[config.mk]
export PLATFORM = sky130hd
export DESIGN_NAME = snake_body
export DESIGN_NICKNAME = d
export VERILOG_FILES = /design/src/rtl/snake_body.sv
export SDC_FILE = /design/constraint.sdc
export NUM_CORES = 1
export LEC_CHECK = 0
export ABC_AREA = 1
export CORE_MARGIN = 2
export CORE_UTILIZATION = 36
export CTS_BUF_LIST = sky130_fd_sc_hd__clkbuf_2 sky130_fd_sc_hd__clkbuf_4 sky130_fd_sc_hd__clkbuf_8
export DETAILED_ROUTE_END_ITERATION = 12
export PLACE_DENSITY = 0.56
export SETUP_SLACK_MARGIN = 0.05
export SLEW_MARGIN = 20
export SYNTH_ARGS = -nofsm -noshare
export SYNTH_HDL_FRONTEND = slang
export SYNTH_SLANG_ARGS = --single-unit
export TNS_END_PERCENT = 50
[constraint.sdc]
create_clock -name clk -period 15.67 [get_ports clk]
set_clock_uncertainty 0.15 [all_clocks]
set_input_delay 2.3505 -clock clk [delete_from_list [all_inputs] [get_ports clk]]
set_output_delay 2.3505 -clock clk [all_outputs]
set_load 0.01 [all_outputs]
[src/rtl/snake_body.sv]
// Snake body tracker: ring buffer of segment coordinates, occupancy bitmap for
// the display query port, growth handling and self-collision lock.
module snake_body #(
  parameter int unsigned WIDTH   = 16,
  parameter int unsigned HEIGHT  = 8,
  parameter int unsigned MAX_LEN = 32
) (
  input  logic       clk,
  input  logic       reset,
  input  logic       step,
  input  logic [3:0] head_x,
  input  logic [3:0] head_y,
  input  logic       grow,
  input  logic [3:0] qx,
  input  logic [3:0] qy,
  output logic       occupied,
  output logic [5:0] length,
  output logic [3:0] tail_x,
  output logic [3:0] tail_y,
  output logic       lock
);

  localparam int unsigned CELLS = WIDTH * HEIGHT;
  localparam int unsigned CW    = $clog2(CELLS);
  localparam int unsigned PW    = $clog2(MAX_LEN);

  logic [3:0]       buf_x [MAX_LEN];
  logic [3:0]       buf_y [MAX_LEN];
  logic [PW-1:0]    head_ptr, tail_ptr;
  logic [PW-1:0]    head_next_ptr, tail_next_ptr;
  logic [CELLS-1:0] bitmap, bitmap_next;
  logic             grow_pending;

  logic             head_valid, query_valid;
  logic             accept, growing, vacating, collide;
  logic [CW-1:0]    head_cell, tail_cell, query_cell;
  logic [3:0]       next_tail_x, next_tail_y;

  always_comb begin
    head_valid    = (32'(head_x) < WIDTH) && (32'(head_y) < HEIGHT);
    query_valid   = (32'(qx) < WIDTH) && (32'(qy) < HEIGHT);
    head_cell     = CW'(32'(head_y) * WIDTH + 32'(head_x));
    tail_cell     = CW'(32'(tail_y) * WIDTH + 32'(tail_x));
    query_cell    = CW'(32'(qy) * WIDTH + 32'(qx));
    head_next_ptr = head_ptr + PW'(1);
    tail_next_ptr = tail_ptr + PW'(1);

    accept   = step && !lock && head_valid;
    growing  = (grow_pending || grow) && (32'(length) < MAX_LEN);
    vacating = !growing && (head_cell == tail_cell);
    collide  = bitmap[head_cell] && !vacating;

    // With a single segment the advancing tail lands on the slot being written now
    if (tail_next_ptr == head_next_ptr) begin
      next_tail_x = head_x;
      next_tail_y = head_y;
    end else begin
      next_tail_x = buf_x[tail_next_ptr];
      next_tail_y = buf_y[tail_next_ptr];
    end

    // Tail clear first, head set second, so the head wins on a shared cell
    bitmap_next = bitmap;
    if (!growing) bitmap_next[tail_cell] = 1'b0;
    bitmap_next[head_cell] = 1'b1;
  end

  always_ff @(posedge clk or posedge reset) begin
    if (reset) begin
      for (int unsigned i = 0; i < MAX_LEN; i++) begin
        buf_x[i] <= '0;
        buf_y[i] <= '0;
      end
      head_ptr     <= '0;
      tail_ptr     <= '0;
      bitmap       <= CELLS'(1);
      grow_pending <= 1'b0;
      lock         <= 1'b0;
      occupied     <= 1'b0;
      length       <= 6'd1;
      tail_x       <= '0;
      tail_y       <= '0;
    end else begin
      occupied <= query_valid && bitmap[query_cell];
      if (accept && collide) begin
        lock <= 1'b1;
        if (grow) grow_pending <= 1'b1;
      end else if (accept) begin
        buf_x[head_next_ptr] <= head_x;
        buf_y[head_next_ptr] <= head_y;
        head_ptr             <= head_next_ptr;
        bitmap               <= bitmap_next;
        grow_pending         <= 1'b0;
        if (growing) begin
          length <= length + 6'd1;
        end else begin
          tail_ptr <= tail_next_ptr;
          tail_x   <= next_tail_x;
          tail_y   <= next_tail_y;
        end
      end else if (grow) begin
        grow_pending <= 1'b1;
      end
    end
  end

endmodule

-- After elaboration in Yosys (flattened, before gate mapping)
Index checks and enable logic that the tools add are counted.
- register bits: 411
- bits in read-only memories: 0
- bits in writable memories: 0
- word-level logic and storage cells: 140
- memories: 0
- latch bits: 0
- add/sub/neg operators: 6
- bitwise operators: 7
- equality and inequality tests: 2
- multiply operators: 0
- shift operators: 0
- div/mod/pow operators: 0
- reductions and logical operators: 17
- mux-type cells: 24
- magnitude comparators: 11
- operators with widths (operator ; count):
    $bwmux W128 ; 2
    $and A128 B128 Y128 ; 1
    $mux W128 ; 1
    $not A128 Y128 ; 1
    $or A128 B128 Y128 ; 1
    $bmux W4 S5 ; 2
    $mux W4 ; 7
    $lt A7 B8 Y1 const B ; 3
    $add A7 B4 Y7 ; 3
    $demux W4 S5 ; 1
    $bmux W1 S7 ; 2
    $demux W1 S7 ; 2
    $ge A7 B1 Y1 const B ; 2
    $ge A6 B6 Y1 const B ; 2
    $not A5 Y6 ; 2
    $add A5 B1 Y5 const B ; 2
    $logic_and A1 B1 Y1 ; 10
    $lt A4 B4 Y1 const B ; 2
    $eq A7 B7 Y1 ; 1
    $mux W1 ; 7
    $add A6 B1 Y6 const B ; 1
    $lt A6 B1 Y1 const B ; 1
    $lt A6 B6 Y1 const B ; 1
    $reduce_and A3 Y1 ; 2
    5 further kinds ; 8

-- Depth between registers and ports, before layout
- word-level depth: 9
- depth in mapped cells: 20
- mapped depth without buffers: 18

-- Worst setup path after synthesis
No wires, ideal clock.
- kind: input to register
- start point: in head_x[3]
- end point: reg head_ptr[4]
- library setup time: 0.138 ns
- buffers on the path: 3
- path slack: 11.381 ns
- stages: 15
- data required time: 15.382 ns
- arrival time: 4.001 ns
- cell sequence: buf_2 -> inv_1 -> nand2_1 -> nor2_1 -> nand2_1 -> nand2_1 -> clkinv_1 -> nand2_1 -> nor2_1 -> nand2_1 -> nand2_2 -> nand2_2 -> buf_4 -> buf_6 -> o21ai_1
- word-level cells in the longest chain between the ends: 8
- elaborated cells on any way between the ends: 10
- those cells by class: add/sub: 1; eq/ne: 1; mux: 2; bitwise: 1; reduce/logical: 5
- RTL lines (item ; line ; text):
    from (decl) ; 11 ; input logic [3:0] head_x,
    $add A7 B4 Y7 (*) ; 42 ; head_cell = CW'(32'(head_y) * WIDTH + 32'(head_x));
    parallel branches: the longest is 3 deep, another holds $bmux W1 S7 ; - ;
    $logic_and A1 B1 Y1 (*) ; 51 ; collide = bitmap[head_cell] && !vacating;
    $logic_and A1 B1 Y1 (*) ; 85 ; if (accept && collide) begin
    $not A1 Y1 (no source line) (*) ; - ;
    $reduce_and A2 Y1 (no source line) (*) ; - ;
    to (signal assigned) ; 91 ; head_ptr <= head_next_ptr;
    to (decl) ; 29 ; logic [PW-1:0] head_ptr, tail_ptr;
Mark *: on every way between the ends. The select of a mux whose other input is x is not followed.
A chain may end at the register's enable or synchronous reset.

-- Worst setup path in the final report
- start point: in head_x[0]
- end point: reg buf_x[116] (netlist name)
- word-level cells in the longest chain between the ends: 8
- elaborated cells on any way between the ends: 11
- those cells by class: add/sub: 1; eq/ne: 1; mux: 3; bitwise: 1; reduce/logical: 5
- RTL lines (item ; line ; text):
    parallel branches: the longest is 8 deep, another holds $add A7 B4 Y7 ; - ;
    to (signal, indexed assignment) ; 71 ; buf_x[i] <= '0;
    to (signal, indexed assignment) ; 89 ; buf_x[head_next_ptr] <= head_x;
    to (decl) ; 27 ; logic [3:0] buf_x [MAX_LEN];
Parallel ways; which one is timed is not known. The select of a mux whose other input is x is not followed.

==> flow_summary.toml <==
[hold_path]
min_to = "buf_y[47]"
hold_path.startpoint = "buf_y[47]"
min_path_cells = 2
hold_class = "flop to flop"

[die]
die_w_um = 260.1
dieArea_um2 = 67630
core_region_area_um2 = 64700
start_util_pct = 36.48
io_pins = 36
row_count = 93
die_h_um = 260.1

[global_routing]
grt_pass1_vias = 21730
overflow = 0
antenna_found_initial = 3
grt_pass1_wl_um = 131700
grt_util_all_layers_pct = 24.62
grt_max_degree = 180

[synth]
synth_edf_count = 0
async_flop_share_pct = 100.0
yosysTopAreaCell = "dfrtp_1"
ys_seq_area_share_pct = 43.58
yosys-top-cells-area = "dfrtp_1, nand2_1, nand4_1, o21ai_0, nor2_1"
synth_area_um2 = 23600
synth-main-ff-cell = "dfrtp_1"
synthCells = 3273
synth-seq-cells = 411
synth_top_area_share_pct = 43.36
syn_nets = 3300
ys_warn_count = 0
synth_area_per_cell_um2 = 7.212
ys_types = 33

[critical_path]
path_max_fanout = 80
r2r_slack_ps = 11370
critPathSlowestCell = "buf_4"
rr_startpoint = "bitmap[84]"
max_stage_delay_ps = 840
crit_top_cell = "nand2_1"
start_kind = "input port"
crit_chain = "buf_4 > buf_4 > o21ai_0 > nand2_1 > nand2_1 > nand2_1 > nand2_1 > nand2_1 > nand2_1 > nand2_1 > nand2_1 > nor2_1 > nand2_1 > nand2_8 > buf_4 > buf_4 > nand3_1 > nand2_1 > nand2_1"
cp.arrival_ps = 7290
cp.required_ps = 16080
crit_type = "input port to flop"
reg2reg_to = "buf_x[116]"
reg2reg_depth = 16
end_kind = "flop"

[timing]
fmax_ghz = 0.1452
hold_violations = 0
hold_ws_ps = 307.1
finalSetupViolations = 0
post-route-period-util_pct = 43.94
worst_pin_slew_ps = 1145
tns_ps = 0
setup_ws_ps = 8784
max_slew_margin_pct = 23.59
slew_violations = 0
fin_crit_ps = 6886
rsz0062_at_grt = "false"

[routing]
vias = 23150
post_drt_wl_per_cell_um = 20.31
via_per_inst = 5.634
dr.pass1.iters = 6
totalWireLength_um = 83470
drc = 0
ant_nets = 0
first_iter_violations = 2533

[power]
irDropWorstVdd_mv = 0.1609
power.density_nw_per_um2 = 174.0
p_leak_uw = 0.01231

[status]
status = "finished, final reports clean"

[clocking]
clkSinkCount = 411
path_clk_slew_ps = 60
htreeDepth = 3
cts.repair.resized = 0
ctsHoldBuffers = 0
cts_tree = "built"
cts-buffers-inserted = 78
post_cts_buffers = 0
insertion_delay_ps = 690
clockBufferDepth = 3
clock-root-buffer = "clkbuf_8"

[layout]
area_growth_pct = 10.20
layout-drive-gt1-share_pct = 6.767
fillers = 6873
final_nets = 3221

[placed_design]
numPortBuffers = 35
hpwlAfterDp_um = 48710
dp_slack_ps = 8230
routabilityCongestion = 0.9074

[flow_run]
cap_violations = 0
## metrics by stage
stage          cells  total power (µW)  utilization [%]  instance area (µm²)
6_report        4109              4526            40.21                26010
5_1_grt         4109              4842            40.21                26010
3_3_place_gp    3969              3346            37.56                24300
2_1_floorplan   3273              2758                -                23600
4_1_cts         4106              4536            40.19                26000
3_5_place_dp    3969              3355            37.56                24300
## Yosys cell counts, drive strengths merged, types with 7 or more instances
cell type	n
nor2	300
nand3	163
buf	90
o211ai	77
a22oi	22
xor2	14
clkbuf	151
nand2	946
nand4	247
a21oi	166
nor3	11
ha	7
a31oi	102
inv	184
o21ai	360
dfrtp	409
## state kept, by name (all words and copies together), names as in the netlist, 4 cells and up
register and count:
tail_ptr 5, buf_x 128, tail_x 4, bitmap 128, buf_y 128, length 6, tail_y 4, head_ptr 5
## power breakdown
group | switching [µW] | total [µW] | internal, µW
sequential | 233 | 1560 | 1320
combinational | 1260 | 1800 | 543
clock | 500 | 1170 | 671
## worst max-delay path: cells and delay by family
family	cells	cell delay, ps
buf+inv	4	2550
simple gates	14	1910
compound gates	1	220
## cell usage in the layout, fill, tap and decap left out, types with 6 or more instances in the layout
cell             instances
a22oi_1                 22
nor4_1                   6
a31oi_1                102
clkbuf_8                95
nor2_1                 296
xor2_1                  14
clkbuf_4                23
o21ai_1                128
buf_2                    8
nand3_1                162
o21ai_0                232
clkinv_2                11
clkinv_1                 6
o211ai_1                77
clkdlybuf4s50_1         26
nand4_1                247
ha_1                     6
buf_4                   48
dfrtp_1                408
inv_1                  177
a21oi_1                166
nand2_1                944
## routing by layer
| layer | track usage, % | wire length (µm) | up-vias |
|---|---|---|---|
| li1 | - | - | 11010 |
| met1 | 36.61 | 38110 | 11050 |
| met2 | 35.80 | 35920 | 924 |
| met3 | 3.986 | 6902 | 175 |
| met4 | 8.937 | 2536 | 0 |
| met5 | 0 | 0 | - |
## kinds of logic after synthesis
| group | count (synthesis) | synth area share (%) |
|---|---|---|
| AND/OR/NAND/NOR | 1675 | 30.35 |
| XOR/XNOR | 20 | 0.7421 |
| adder cells (fa/ha/maj) | 7 | 0.3710 |
| AO/OA/AOI/OAI | 730 | 17.11 |
| flip-flops | 411 | 43.58 |
| buffers and inverters | 430 | 7.851 |
## final cells by class
type	instances	area [µm²]	share of cell area [%]
Multi-Input combinational cell	2432	11560	44.44
Sequential cell	411	10290	39.56
Clock buffer	118	1480	5.690
Tap cell	855	1070	4.113
Inverter	189	719.4	2.766
Timing Repair Buffer	82	660.6	2.540
Clock inverter	19	224.0	0.8610
Antenna cell	3	7.507	0.02886
## how the worst max path moves through the flow
stage                         start          end  slack [ps]  cells after the start
final                     head_x[0]   buf_x[116]        8780                     19
after global routing      head_x[1]  bitmap[110]        8370                     17
after CTS                 head_x[1]   bitmap[23]        8920                     16
after detailed placement  head_x[0]   buf_y[120]        8230                     19
after global placement    head_x[3]   bitmap[23]        8280                     13
after floorplan               reset  bitmap[100]        1740                      1
Note: power is estimated with default switching activity, not from simulation.
